--- src/rtl/alu_arith_pkg.sv ---
// ---------------------------------------------------------------------------
// alu_arith_pkg
// Constants shared by the iterative arithmetic units of the eBPF ALU
// (shift-add multiplier and iterative divider).
//   DATA_WIDTH : default operand width in bits
//   CNT_W      : width of an iteration counter that can hold DATA_WIDTH
//   data_t     : operand vector type
// ---------------------------------------------------------------------------
package alu_arith_pkg;

    localparam int DATA_WIDTH = 64;
    localparam int CNT_W      = $clog2(DATA_WIDTH + 1);

    typedef logic [DATA_WIDTH-1:0] data_t;

endpackage

--- src/rtl/mul_step.sv ---
// ---------------------------------------------------------------------------
// mul_step
// One radix-2 shift-add iteration, purely combinational. Kept as its own
// module so the adder/shift datapath can be checked in isolation.
// Ports:
//   hi, lo           : current accumulator halves {hi, lo}
//   mcand            : registered multiplicand
//   next_hi, next_lo : accumulator after this iteration
// ---------------------------------------------------------------------------
module mul_step #(
    parameter int data_width = 64
) (
    input  logic [data_width-1:0] hi,
    input  logic [data_width-1:0] lo,
    input  logic [data_width-1:0] mcand,
    output logic [data_width-1:0] next_hi,
    output logic [data_width-1:0] next_lo
);

    logic [data_width:0] sum;

    always_comb begin
        // The extra sum bit keeps the carry; it lands in the MSB of hi
        // once the whole accumulator shifts right by one.
        sum = {1'b0, hi} + {1'b0, mcand & {data_width{lo[0]}}};
        {next_hi, next_lo} = {sum, lo[data_width-1:1]};
    end

endmodule

--- src/rtl/shift_add_multiplier.sv ---
// ---------------------------------------------------------------------------
// shift_add_multiplier
// Iterative radix-2 unsigned multiplier producing a 2*data_width product,
// consuming one multiplier bit per clock.
//
// Handshake: a one-cycle stb with valid operands is always accepted, idle or
// busy (an in-flight operation is dropped). ack is low from the cycle after
// stb until the product is complete; while ack is high the product and ovf
// are valid and held until the next stb. No back-pressure exists.
//
// Ports:
//   clk          : rising-edge clock
//   reset        : synchronous active-high reset (priority over stb)
//   multiplicand : operand A, sampled on stb
//   multiplier   : operand B, sampled on stb
//   stb          : start pulse
//   product_lo   : product bits [data_width-1:0]
//   product_hi   : product bits [2*data_width-1:data_width]
//   ack          : idle / result valid
//   ovf          : product_hi non-zero, qualified by ack
//
// Build option: SHIFT_ADD_MULTIPLIER_EARLY_EXIT_EN finishes as soon as the
// remaining multiplier bits are all zero, by shifting the accumulator right
// by the remaining count in a single cycle.
// ---------------------------------------------------------------------------
module shift_add_multiplier
    import alu_arith_pkg::*;
#(
    parameter int data_width = DATA_WIDTH
) (
    input  logic                  clk,
    input  logic                  reset,
    input  logic [data_width-1:0] multiplicand,
    input  logic [data_width-1:0] multiplier,
    input  logic                  stb,
    output logic [data_width-1:0] product_lo,
    output logic [data_width-1:0] product_hi,
    output logic                  ack,
    output logic                  ovf
);

    localparam int cnt_w = $clog2(data_width + 1);

    logic [2*data_width-1:0] acc;
    logic [2*data_width-1:0] acc_next;
    logic [data_width-1:0]   mcand_r;
    logic [data_width-1:0]   step_hi;
    logic [data_width-1:0]   step_lo;
    logic [cnt_w-1:0]        counter;
    logic [cnt_w-1:0]        counter_next;

    mul_step #(
        .data_width(data_width)
    ) u_step (
        .hi      (acc[2*data_width-1:data_width]),
        .lo      (acc[data_width-1:0]),
        .mcand   (mcand_r),
        .next_hi (step_hi),
        .next_lo (step_lo)
    );

`ifdef SHIFT_ADD_MULTIPLIER_EARLY_EXIT_EN
    // The unconsumed multiplier bits are lo[counter-1:0]; shifting them to
    // the top of the word discards the already-consumed product bits above.
    logic [data_width-1:0] unconsumed;
    always_comb begin
        unconsumed = acc[data_width-1:0] << (cnt_w'(data_width) - counter);
    end
`endif

    always_comb begin
        acc_next     = acc;
        counter_next = counter;
        if (counter != '0) begin
`ifdef SHIFT_ADD_MULTIPLIER_EARLY_EXIT_EN
            if (unconsumed == '0) begin
                // Remaining iterations would add nothing, only shift.
                acc_next     = acc >> counter;
                counter_next = '0;
            end else begin
                acc_next     = {step_hi, step_lo};
                counter_next = counter - 1'b1;
            end
`else
            acc_next     = {step_hi, step_lo};
            counter_next = counter - 1'b1;
`endif
        end
    end

    always_ff @(posedge clk) begin
        if (reset) begin
            acc     <= '0;
            mcand_r <= '0;
            counter <= '0;
        end else if (stb) begin
            acc     <= {{data_width{1'b0}}, multiplier};
            mcand_r <= multiplicand;
            counter <= cnt_w'(data_width);
        end else begin
            acc     <= acc_next;
            counter <= counter_next;
        end
    end

    assign ack        = (counter == '0);
    assign product_lo = acc[data_width-1:0];
    assign product_hi = acc[2*data_width-1:data_width];
    assign ovf        = (|product_hi) && ack;

endmodule

--- config.mk ---
export PLATFORM = sky130hd
export DESIGN_NAME = shift_add_multiplier
export DESIGN_NICKNAME = d
export VERILOG_FILES = /design/src/rtl/alu_arith_pkg.sv /design/src/rtl/mul_step.sv /design/src/rtl/shift_add_multiplier.sv
export SDC_FILE = /design/constraint.sdc
export NUM_CORES = 1
export LEC_CHECK = 0
export ABC_CLOCK_PERIOD_IN_PS = 10100
export BUFFER_PORTS_ARGS = -buffer_cell sky130_fd_sc_hd__buf_2
export CAP_MARGIN = 20
export CORE_MARGIN = 2
export CORE_UTILIZATION = 55
export DETAILED_ROUTE_END_ITERATION = 12
export GPL_TIMING_DRIVEN = 0
export PLACE_DENSITY_LB_ADDON = 0.05
export SETUP_SLACK_MARGIN = 0.1
export SYNTH_ARGS = -nofsm -noshare
export SYNTH_HDL_FRONTEND = slang
export SYNTH_HIERARCHICAL = 1
export SYNTH_SLANG_ARGS = --single-unit
export TNS_END_PERCENT = 1
--- constraint.sdc ---
create_clock -name clk -period 10.1 [get_ports clk]
set_clock_uncertainty 0.1 [all_clocks]
set_input_delay 0.505 -clock clk [delete_from_list [all_inputs] [get_ports clk]]
set_output_delay 0.505 -clock clk [all_outputs]
set_load 0.01 [all_outputs]
Yosys cells after proc, flatten, opt, wreduce, memory -nomap -nowiden
Cells that the tools add are included.
- input port bits: 131
- output and inout port bits: 130
- flip-flop bits (word level): 199
- $add $sub $neg: 2
- bitwise logic cells: 1
- reductions and logical operators: 6
- multiplexer cells: 4
- operator list (kind ; count):
    $mux 64 ; 2
    $add 64x64->65 ; 1
    $and 64x64->64 ; 1
    $reduce_or 64->1 ; 1
    $mux 7 ; 2
    $logic_not 7->1 ; 1
    $reduce_bool 7->1 ; 1
    $sub 7x1->7 const B ; 1
    $reduce_bool 2->1 ; 1
    $reduce_or 2->1 ; 1
    $logic_and 1x1->1 ; 1

Longest topological paths before layout
- word-level depth: 4
- depth in mapped cells: 15
- depth with buffers taken out: 14

Hierarchy
The synthesis kept the hierarchy.
- modules (own cells, without submodules) (module ; instances ; cells each ; area each (um^2)):
    shift_add_multiplier ; 1 ; 898 ; 8052.7
    mul_step ; 1 ; 705 ; 4803.4

Worst setup path before layout
No wires, ideal clock.
- path type: register to register
- start point: register acc[0]
- end point: register acc[106]
- stages on the path, launching flop included: 15
- data arrival time: 3.119 ns
- path slack: 6.810 ns
- path buffers: 1
- setup time: 0.070 ns
- cells stage by stage: dfxtp_1 clkbuf_1 and2_1 ha_1 and2_4 a221oi_4 a211oi_2 o311ai_2 and2_4 o31ai_4 a2111oi_4 o21bai_2 xnor2_1 nand2_1 a21oi_1
- longest elaborated chain between the ends: 2
- RTL lines (element ; RTL line ; source):
    start: declaration ; shift_add_multiplier.sv:44 ; logic [2*data_width-1:0] acc;
    start signal: assignment ; shift_add_multiplier.sv:97 ; acc <= {{data_width{1'b0}}, multiplier};
    start signal: assignment ; shift_add_multiplier.sv:101 ; acc <= acc_next;
    $and 64x64->64 ; mul_step.sv:25 ; sum = {1'b0, hi} + {1'b0, mcand & {data_width{lo[0]}}};
    $add 64x64->65 ; mul_step.sv:25 ;
    via step_hi[42] ; shift_add_multiplier.sv:47 ; logic [data_width-1:0] step_hi;
The timed path passes the listed nets, and every way through them passes these cells.
A chain may end at the register's enable or synchronous reset.

Worst setup path after layout
- start point: register acc[0]
- end point: register acc[122]
The elaborated chain is that of the path after synthesis.

==> run_results.csv <==
group,metric,value,unit
timing,slew-limit-headroom,32.5,%
timing,rsz0062_at_grt,"false",
clock_tree,holdBufCountCts,0,
floorplan,initial_core_util,56.4,%
power,p_total,2.41,mW
global_route,grt_pass1_wl,58200,µm
cells_and_area,finish.utilization,66.4,%
routing,drc,0,
placement,gp_congestion,0.941,
placement,dpl_cell_area,14500,µm²
cells_and_area,final_nets,2079,
logic_synthesis,synth_area_leaders,"dfxtp_1 (31%), a21oi_1 (7.9%), nand2_1 (7.3%)",
run_status,status,"finished clean",
power,power_switching_share,38.6,%
clock_tree,cts.sinks,199,
job,maxCapViolations,0,
hold_path,hold_path_class,"input pin to register",
worst_setup_path,cp_data_required_time,10.36,ns
timing,finalSetupTns,0,ns
cells_and_area,register_area,3980,µm²
worst_setup_path,path_class,"register to register",
floorplan,die_x,157,µm
cells_and_area,multiInputGateArea,7640,µm²
power,internal_power,1.48,mW
hold_path,min-delay-start,"multiplicand[52]",
routing,wl_per_cell,16.8,µm
routing,drt_iter0_drc,691,
clock_tree,cts_root_buf,"clkbuf_16",
timing,post-route-period-util,45.7,%
worst_setup_path,rr_worst_depth,14,
cells_and_area,n_fill_cell,2102,
power,clkPwrFrac,29.2,%
logic_synthesis,synth_seq_cells,199,
logic_synthesis,synth_common_cells,"nand2_1 (250), a21oi_1 (202), dfxtp_1 (199), nor2_1 (107), inv_1 (81)",
timing,min_period,4.62,ns
routing,first_pass_iters,5,
clock_tree,cts_tree,"built",
power,p_leak,7.11,nW
timing,finalHoldViolations,0,
placement,place_inst,2175,
logic_synthesis,async_reset_ff_share,0,%
worst_setup_path,ff2ff_setup_slack,5.48,ns
placement,port_buffers,259,
logic_synthesis,synth_warnings,6,
logic_synthesis,ys_dominant_reg_cell,"dfxtp_1",
routing,ant_nets,0,
worst_setup_path,cp_max_fo,12,
worst_setup_path,end_kind,"register",
floorplan,die_h,157,µm
global_route,grt_start_max_net_pins,20,
global_route,track_usage,29.5,%
logic_synthesis,synth_top_area_share,31.0,%
logic_synthesis,syn_area,12900,µm²
timing,fin_ws,5.48,ns
worst_setup_path,worstSetupStartpointType,"register",
logic_synthesis,synth.avg_cell_area,8.02,µm²
floorplan,die_area,24600,µm²
clock_tree,insertion_delay,0.44,ns
hold_path,min_path_cells,3,
clock_tree,cts.clk_slew.worst_paths,0.08,ns
clock_tree,cts_max_level,4,
cells_and_area,area_growth,17.7,%
hold_path,hold-path-endpoint,"mcand_r[52]$_SDFFE_PP0P_",
cells_and_area,final_area,15100,µm²
logic_synthesis,synth_area_leader_cell,"dfxtp_1",
timing,tightest_slew,1.01,ns
timing,holdWs,0.190,ns
clock_tree,postCtsSetupBuffers,0,
clock_tree,clock_path_buffers,2,
worst_setup_path,startpoint,"acc[0]$_SDFFE_PP0P_",
power,powerDensity,159,nW/µm²
floorplan,rows,55,
cells_and_area,layout.cells.non_filler,2208,
power,switchingPower,929,µW
worst_setup_path,arrival,4.88,ns
routing,num_vias,12170,
cells_and_area,drive_above_1_share,24.9,%
global_route,grt-ovfl-total,0,
logic_synthesis,yosysUniqueCellTypes,68,
worst_setup_path,r2r_start,"acc[0]$_SDFFE_PP0P_",
power,vdd_drop_max,0.114,mV
timing,fmax,217,MHz
placement,dpl.hpwl,28600,µm
logic_synthesis,synth.most_common_cell,"nand2_1",
logic_synthesis,synth_cells,1603,
power,p_seq_share,37.4,%
timing,setup_viol,0,
placement,post-place-ws,5.69,ns
logic_synthesis,synth-edff-count,0,
worst_setup_path,worstReg2RegEnd,"acc[122]$_SDFFE_PP0N_",
floorplan,core-area,22800,µm²
floorplan,io_pins,261,
timing,slew_viol_final,0,
power,combPwrFrac,33.4,%
global_route,antenna_found_initial,1,
global_route,grt_pass1_vias,11419,
clock_tree,cts.repair.resized,0,
routing,via_per_inst,5.51,
clock_tree,cts_buffers,17,
logic_synthesis,syn-num-nets,1801,
logic_synthesis,ys_seq_area_share,31.0,%
routing,totalWireLength,37100,µm
final cells by class:
class | count | share of cell area (%)
well taps | 313 | 2.59
clock buffers | 18 | 2.84
multi-input cells | 1155 | 50.5
repair buffers | 259 | 8.57
inverters | 82 | 2.03
diodes | 1 | 0.0165
plain buffers | 167 | 6.10
flip-flops and latches | 199 | 26.3
clock inverters | 14 | 1.03
layout by cell type, fill, tap and decap left out, types with 6 or more instances in the layout:
cell         n
xnor2_1     39
a21oi_1    202
clkbuf_1    70
o21bai_1    13
nor3_1      29
mux2i_1     64
buf_4       69
nor2b_1      9
inv_1       81
clkbuf_16   17
a211oi_1     7
a21o_1      26
dfxtp_1    199
o21ai_0     32
nand4_1     30
nor4_1      18
xor2_1      27
buf_2      283
a221oi_2    59
nand2b_1     6
and2_1      67
o21ai_1      8
nand3_1     14
o21a_1       8
a221oi_1     6
ha_1        66
nor2_1     107
nand2_1    250
per-layer routing:
| metal | wire length [µm] | up-vias | track usage [%] |
|---|---|---|---|
| li1 | - | 6070 | - |
| met1 | 16800 | 5650 | 38.8 |
| met2 | 17100 | 397 | 49.1 |
| met3 | 2320 | 53 | 4.57 |
| met4 | 926 | 0 | 10.0 |
| met5 | 0 | - | 0 |
state kept, by name (all words and copies together), names as in the netlist:
signal   count
acc        128
counter      7
mcand_r     64
worst max-delay path, stage by stage, from the launching register on:
cell and delay (ns):
dfxtp_1 0.82, clkbuf_1 0.34, and2_1 0.19, ha_1 0.13, clkbuf_1 0.31, nand4_1 0.21, nor3_1 0.40, o311ai_2 0.24
a2111oi_1 0.79, nor3_2 0.21, o21bai_2 0.33, a21oi_2 0.10, xnor2_1 0.15, nand2_1 0.07, a21oi_1 0.15
worst max-delay path by stage:
stage	endpoint	slack [ns]	cells after the start
3_5_place_dp	acc[122]$_SDFFE_PP0N_	5.69	14
5_1_grt	acc[122]$_SDFFE_PP0N_	5.21	14
3_3_place_gp	acc[122]$_SDFFE_PP0N_	5.66	14
6_report	acc[122]$_SDFFE_PP0N_	5.48	14
2_1_floorplan	acc[106]$_SDFFE_PP0N_	6.81	14
4_1_cts	acc[122]$_SDFFE_PP0N_	5.62	14
kinds of logic after synthesis:
| family | share of synthesized area, % |
|---|---|
| multiplexers | 4.98 |
| adder cells (fa/ha/maj) | 6.58 |
| AND/OR/NAND/NOR | 19.8 |
| AO/OA/AOI/OAI | 23.6 |
| XOR/XNOR | 4.50 |
| buffers and inverters | 9.58 |
| flip-flops | 31.0 |
power groups by stage:
stage                     clock network [mW]  registers [mW]  logic [mW]
after floorplan                            0           0.925       0.528
after global routing                   0.741           0.910       0.876
after global placement                     0           0.916       0.784
final                                  0.703           0.901       0.803
after detailed placement                   0           0.919       0.794
after CTS                              0.714           0.901       0.797
Note: power is estimated with default switching activity, not from simulation.
